--- config.mk ---
export PLATFORM = sky130hd
export DESIGN_NAME = jtopl_timer_ctrl_flat
export DESIGN_NICKNAME = d
export VERILOG_FILES = /design/src/rtl/jtopl_pkg.sv /design/src/rtl/jtopl_timer_ctrl_if.sv /design/src/rtl/jtopl_busy_cnt.sv /design/src/rtl/jtopl_timer_ctrl.sv /design/src/flat_wrapper.sv
export SDC_FILE = /design/constraint.sdc
export NUM_CORES = 1
export LEC_CHECK = 0
export CAP_MARGIN = 40
export CORE_MARGIN = 2
export CORE_UTILIZATION = 39
export DETAILED_ROUTE_END_ITERATION = 10
export GPL_ROUTABILITY_DRIVEN = 0
export GPL_TIMING_DRIVEN = 1
export PLACE_DENSITY_LB_ADDON = 0.3
export SYNTH_ARGS = -nofsm -noshare
export SYNTH_HDL_FRONTEND = slang
export SYNTH_SLANG_ARGS = --single-unit
--- constraint.sdc ---
create_clock -name clk -period 2.2 [get_ports clk]
set_clock_uncertainty 0.05 [all_clocks]
set_input_delay 0.22 -clock clk [delete_from_list [all_inputs] [get_ports clk]]
set_output_delay 0.22 -clock clk [all_outputs]
set_load 0.01 [all_outputs]
--- src/rtl/jtopl_pkg.sv ---
// rtl/jtopl_pkg.sv - register map, bit positions and busy FSM state type for the OPL timer front end
package jtopl_pkg;

  localparam logic [7:0] REG_TMR_A    = 8'h02;
  localparam logic [7:0] REG_TMR_B    = 8'h03;
  localparam logic [7:0] REG_TMR_CTRL = 8'h04;

  localparam int IRQ_RST = 7;
  localparam int MASK_A  = 6;
  localparam int MASK_B  = 5;
  localparam int ST_B    = 1;
  localparam int ST_A    = 0;

  localparam int STAT_IRQ  = 7;
  localparam int STAT_A    = 6;
  localparam int STAT_B    = 5;
  localparam int STAT_BUSY = 0;

  typedef enum logic {
    BUSY_IDLE = 1'b0,
    BUSY_RUN  = 1'b1
  } busy_state_t;

endpackage

--- src/rtl/jtopl_timer_ctrl_if.sv ---
// rtl/jtopl_timer_ctrl_if.sv - host bus bundle: write strobe, address/data port, status read, irq and busy
interface jtopl_timer_ctrl_if;
  logic       cs_n;
  logic       wr_n;
  logic       addr;
  logic [7:0] din;
  logic [7:0] dout;
  logic       irq_n;
  logic       busy;

  modport master (output cs_n, wr_n, addr, din, input dout, irq_n, busy);
  modport slave  (input cs_n, wr_n, addr, din, output dout, irq_n, busy);
endinterface

--- src/rtl/jtopl_busy_cnt.sv ---
// rtl/jtopl_busy_cnt.sv - write-busy interval FSM; counts cen ticks after each address or data write
import jtopl_pkg::*;

module jtopl_busy_cnt #(
  parameter int ADDR_WAIT = 12,
  parameter int DATA_WAIT = 84
) (
  input  logic clk,
  input  logic rst_n,
  input  logic cen,
  input  logic wr_ev,
  input  logic addr,
  output logic busy
);

  localparam int MAX_WAIT = (ADDR_WAIT > DATA_WAIT) ? ADDR_WAIT : DATA_WAIT;
  localparam int CW       = (MAX_WAIT < 2) ? 1 : $clog2(MAX_WAIT + 1);
  localparam logic [CW-1:0] ADDR_LD = CW'(ADDR_WAIT);
  localparam logic [CW-1:0] DATA_LD = CW'(DATA_WAIT);

  busy_state_t   state, state_nx;
  logic [CW-1:0] cnt, cnt_nx;

  always_ff @(posedge clk or negedge rst_n) begin
    if (!rst_n) begin
      state <= BUSY_IDLE;
      cnt   <= '0;
    end else begin
      state <= state_nx;
      cnt   <= cnt_nx;
    end
  end

  // A write on the terminal cen still reloads; a zero wait never enters BUSY.
  always_comb begin
    state_nx = state;
    cnt_nx   = cnt;
    if (wr_ev) begin
      cnt_nx   = addr ? DATA_LD : ADDR_LD;
      state_nx = (cnt_nx != '0) ? BUSY_RUN : BUSY_IDLE;
    end else if (state == BUSY_RUN && cen) begin
      if (cnt <= CW'(1)) begin
        cnt_nx   = '0;
        state_nx = BUSY_IDLE;
      end else begin
        cnt_nx = cnt - 1'b1;
      end
    end
  end

  assign busy = (state == BUSY_RUN);

endmodule

--- src/rtl/jtopl_timer_ctrl.sv ---
// rtl/jtopl_timer_ctrl.sv - OPL timer register front end: write decode, preload/control regs, status and irq
// Optional write-busy model built when JTOPL_BUSY_EN is defined.
import jtopl_pkg::*;

module jtopl_timer_ctrl #(
  parameter int ADDR_WAIT = 12,
  parameter int DATA_WAIT = 84
) (
  input  logic                 clk,
  input  logic                 rst_n,
  input  logic                 cen,
  jtopl_timer_ctrl_if.slave    host,
  input  logic                 flag_A,
  input  logic                 flag_B,
  output logic [7:0]           value_A,
  output logic [7:0]           value_B,
  output logic                 load_A,
  output logic                 load_B,
  output logic                 clr_flag_A,
  output logic                 clr_flag_B
);

  logic       wr_act, wr_l, wr_ev;
  logic [7:0] sel;
  logic       mask_A, mask_B;
  logic       st_A, st_B, irq;
  logic       busy_bit;
  logic [7:0] status;

  // One event per strobe, however long it is held.
  assign wr_act = ~host.cs_n & ~host.wr_n;
  assign wr_ev  = wr_act & ~wr_l;

  assign st_A = flag_A & ~mask_A;
  assign st_B = flag_B & ~mask_B;
  assign irq  = st_A | st_B;

  always_comb begin
    status            = '0;
    status[STAT_IRQ]  = irq;
    status[STAT_A]    = st_A;
    status[STAT_B]    = st_B;
    status[STAT_BUSY] = busy_bit;
  end

  always_ff @(posedge clk or negedge rst_n) begin
    if (!rst_n) begin
      wr_l       <= 1'b0;
      sel        <= '0;
      value_A    <= '0;
      value_B    <= '0;
      load_A     <= 1'b0;
      load_B     <= 1'b0;
      mask_A     <= 1'b0;
      mask_B     <= 1'b0;
      clr_flag_A <= 1'b0;
      clr_flag_B <= 1'b0;
      host.dout  <= '0;
    end else begin
      wr_l       <= wr_act;
      clr_flag_A <= 1'b0;
      clr_flag_B <= 1'b0;
      host.dout  <= status;
      if (wr_ev) begin
        if (!host.addr) begin
          sel <= host.din;
        end else begin
          case (sel)
            REG_TMR_A: value_A <= host.din;
            REG_TMR_B: value_B <= host.din;
            REG_TMR_CTRL: begin
              if (host.din[IRQ_RST]) begin
                clr_flag_A <= 1'b1;
                clr_flag_B <= 1'b1;
              end else begin
                mask_A <= host.din[MASK_A];
                mask_B <= host.din[MASK_B];
                load_B <= host.din[ST_B];
                load_A <= host.din[ST_A];
              end
            end
            default: ;
          endcase
        end
      end
    end
  end

`ifdef JTOPL_BUSY_EN
  jtopl_busy_cnt #(
    .ADDR_WAIT (ADDR_WAIT),
    .DATA_WAIT (DATA_WAIT)
  ) u_busy_cnt (
    .clk   (clk),
    .rst_n (rst_n),
    .cen   (cen),
    .wr_ev (wr_ev),
    .addr  (host.addr),
    .busy  (busy_bit)
  );
`else
  logic unused_cen;
  localparam int unused_waits = ADDR_WAIT + DATA_WAIT;
  assign unused_cen = cen;
  assign busy_bit   = 1'b0;
`endif

  assign host.busy  = busy_bit;
  assign host.irq_n = ~irq;

endmodule

--- src/flat_wrapper.sv ---
// flat-port wrapper written by rule: the top's interface ports become plain ports
module jtopl_timer_ctrl_flat 
#(
  parameter int ADDR_WAIT = 12,
  parameter int DATA_WAIT = 84
)
  (clk, rst_n, cen, flag_A, flag_B, value_A, value_B, load_A, load_B, clr_flag_A, clr_flag_B, host_cs_n, host_wr_n, host_addr, host_din, host_dout, host_irq_n, host_busy);
  jtopl_timer_ctrl_if host_i ();
  input  logic clk;
  input  logic rst_n;
  input  logic cen;
  input  logic flag_A;
  input  logic flag_B;
  output logic [7:0] value_A;
  output logic [7:0] value_B;
  output logic load_A;
  output logic load_B;
  output logic clr_flag_A;
  output logic clr_flag_B;
  input wire logic [$bits(host_i.cs_n)-1:0] host_cs_n;
  input wire logic [$bits(host_i.wr_n)-1:0] host_wr_n;
  input wire logic [$bits(host_i.addr)-1:0] host_addr;
  input wire logic [$bits(host_i.din)-1:0] host_din;
  output wire logic [$bits(host_i.dout)-1:0] host_dout;
  output wire logic [$bits(host_i.irq_n)-1:0] host_irq_n;
  output wire logic [$bits(host_i.busy)-1:0] host_busy;
  assign host_i.cs_n = host_cs_n;
  assign host_i.wr_n = host_wr_n;
  assign host_i.addr = host_addr;
  assign host_i.din = host_din;
  assign host_dout = host_i.dout;
  assign host_irq_n = host_i.irq_n;
  assign host_busy = host_i.busy;
  jtopl_timer_ctrl #(.ADDR_WAIT(ADDR_WAIT), .DATA_WAIT(DATA_WAIT)) u_core (.clk(clk), .rst_n(rst_n), .cen(cen), .host(host_i), .flag_A(flag_A), .flag_B(flag_B), .value_A(value_A), .value_B(value_B), .load_A(load_A), .load_B(load_B), .clr_flag_A(clr_flag_A), .clr_flag_B(clr_flag_B));
endmodule
==> metrics.csv, run 1 <==
stage;metric;value;unit
run_status;status;completed;
drt;via_per_inst;4.78;
synthesis;ys_ff_latch;33;
floorplanning;die_h;63.6;um
sta;setup-violations-final;0;
drt;drt_first_iter_violations;13;
sta;fmax;481;MHz
final_layout;fill_cells;312;
global_routing;antenna_found_initial;0;
floorplanning;core;3360;um^2
floorplanning;die_area;4050;um^2
synthesis;syn_avg_cell_area;15.8;um^2
global_routing;grt_max_degree;34;
final_layout;drive_gt1_frac;0.373;
clock_network;cts-resized-gates;0;
clock_network;cts-htree-levels;2;
setup_path;critPathKind;reg -> reg;
setup_path;startpoint_type;register;
worst_hold_path;hp-class;in -> async;
final_layout;finalNetCount;157;
final_layout;final_cell_mix;clkdlybuf4s50_1, dfrtp_1, mux2_2;
final_layout;regArea;826;um^2
clock_network;clkSlewWorstSetupHoldPaths;0.11;ns
setup_path;crit_path_cell_trace;or4b_1, or4_4, mux2_4;
placed_design;dp_hpwl;2090;um
floorplanning;die_w;63.6;um
clock_network;cts_tree;yes;
clock_network;numCtsBuffers;5;
final_layout;layout_commonest_cell;clkdlybuf4s50_1;
global_routing;gr-usage-all-layers;0.151;
floorplanning;start_util;0.412;
synthesis;syn_inst;88;
clock_network;clock-sinks;33;
clock_network;clkLatencyLatePin;0.33;ns
global_routing;grt_first_pass_wirelength;4640;um
synthesis;ys_types;21;
clock_network;cts_setup_buffers;0;
sta;worst_hold_slack;0.227;ns
clock_network;cts_buffer_depth;2;
setup_path;crit_arrival;2.25;ns
sta;fin_crit;2.08;ns
drt;antenna_left;0;
sta;rsz0062_at_grt;no;
synthesis;ys_warn_count;0;
floorplanning;io_pins;46;
floorplanning;rows;21;
drt;wl;2760;um
job;max_cap_violations;0;
setup_path;critPathCaptureType;register;
final_layout;multiInputGateArea;508;um^2
global_routing;grt-ovfl-total;0;
clock_network;hold_buffers;0;
synthesis;ys_seq_area_frac;0.596;
setup_path;ff2ff_path_depth;3;
placed_design;portBuffers;38;
sta;period_share;0.946;
pwr;power_density;676;nW/um^2
drt;dr.pass1.iters;4;
setup_path;worstPathMaxFanout;8;
final_layout;area_delta_synth_final;38.0;%
drt;wl_per_cell;14.7;um
global_routing;grt_pass1_vias;1000;
pwr;power.leakage;0.891;nW
setup_path;slowest_stage;or4b_1;
clock_network;clockRootBuffer;clkbuf_4;
synthesis;syn_area;1390;um^2
sta;finalHoldViolCount;0;
sta;slew_viol_final;0;
setup_path;r2r-start;u_core.sel[6];
final_layout;n_antenna_cell;0;
setup_path;required;2.37;ns
setup_path;slowest_delay;0.60;ns
pwr;vdd_ir_drop_max;0.000413;V
drt;num_vias;898;
setup_path;rrSetupSlack;0.12;ns
setup_path;rr_endpoint;u_core.value_B[2];
drt;drt_drc_violations_left;0;
sta;fin_setup_tns;0;ns
[cells by family after synthesis]
family	count (synthesis)	share of synthesized area
flops	33	0.596
mux	27	0.241
simple gates	16	0.106
buf+inv	10	0.0514
compound gates	1	0.00361
other cells	1	0.00270
[worst max-delay path: cells and delay by family (launching register included)]
kind / cells / cell delay (ns)
muxes: 1 / 0.33
and+or+nand+nor: 2 / 1.17
DFF: 1 / 0.41
[per-layer routing]
metal,wire [um],GRT usage,vias up
met4,55,0.0815,0
met1,1170,0.169,466
met2,1440,0.261,22
met3,94,0.0411,5
li1,-,-,405
met5,0,0,-
[through the flow]
stage | instances | worst slack, ns | instance area, um^2 | total power [mW] | utilization
final | 188 | 0.120 | 1910 | 1.29 | 0.569
after global routing | 188 | 0.0936 | 1910 | 1.36 | 0.569
after CTS | 188 | 0.123 | 1910 | 1.31 | 0.569
after detailed placement | 180 | -0.150 | 1860 | 0.984 | 0.554
after global placement | 180 | -0.127 | 1860 | 0.971 | 0.554
after floorplan | 93 | 0.210 | 1410 | 0.839 | -
[Yosys cell counts (all sizes together)]
master / count / area, um^2
dfrtp: 33 / 826
nor4: 4 / 52.6
inv: 2 / 7.51
nand2: 1 / 3.75
mux2: 27 / 334
or4b: 3 / 33.8
and4b: 1 / 10.0
nor2: 1 / 3.75
nor2b: 2 / 12.5
or2: 2 / 12.5
or3: 1 / 6.26
conb: 1 / 3.75
or4: 1 / 11.3
buf: 8 / 63.8
o21ai: 1 / 5.00
[power breakdown]
group / internal (mW) / switching [mW]
registers: 0.673 / 0.0447
clock network: 0.122 / 0.201
logic: 0.157 / 0.0958
[final cells by class]
class,count,area share
clock inverter,2,0.00523
tap,46,0.0301
inverter,2,0.00392
clock buffer,6,0.0216
timing repair buffer,49,0.242
multi-input combinational,50,0.266
sequential,33,0.432
[how the worst max path moves through the flow]
stage,end,startpoint,slack [ns]
2_1_floorplan,u_core.value_B[0],u_core.wr_l,0.21
3_3_place_gp,u_core.value_B[5],host_wr_n,-0.13
3_5_place_dp,u_core.value_A[6],host_addr,-0.15
4_1_cts,u_core.value_B[2],u_core.sel[6],0.12
5_1_grt,u_core.value_B[3],u_core.sel[6],0.09
6_report,u_core.value_B[2],u_core.sel[6],0.12
[registers in the layout (all words and copies together) (netlist names)]
name and flops:
u_core.clr_flag_A 1, u_core.host.dout 3, u_core.load_A 1, u_core.load_B 1, u_core.mask_A 1, u_core.mask_B 1, u_core.sel 8, u_core.value_A 8
u_core.value_B 8, u_core.wr_l 1
(Power assumes the default switching activity.)
==> inputs of run 2 (changes only) <==
--- a/config.mk
+++ b/config.mk
@@ -10,7 +10,6 @@
 export CORE_UTILIZATION = 39
 export DETAILED_ROUTE_END_ITERATION = 10
 export GPL_ROUTABILITY_DRIVEN = 0
-export GPL_TIMING_DRIVEN = 1
 export PLACE_DENSITY_LB_ADDON = 0.3
 export SYNTH_ARGS = -nofsm -noshare
 export SYNTH_HDL_FRONTEND = slang
==> results of run 2 <==
Same layout as run 1: the final DEF is identical, and so are final timing and power.
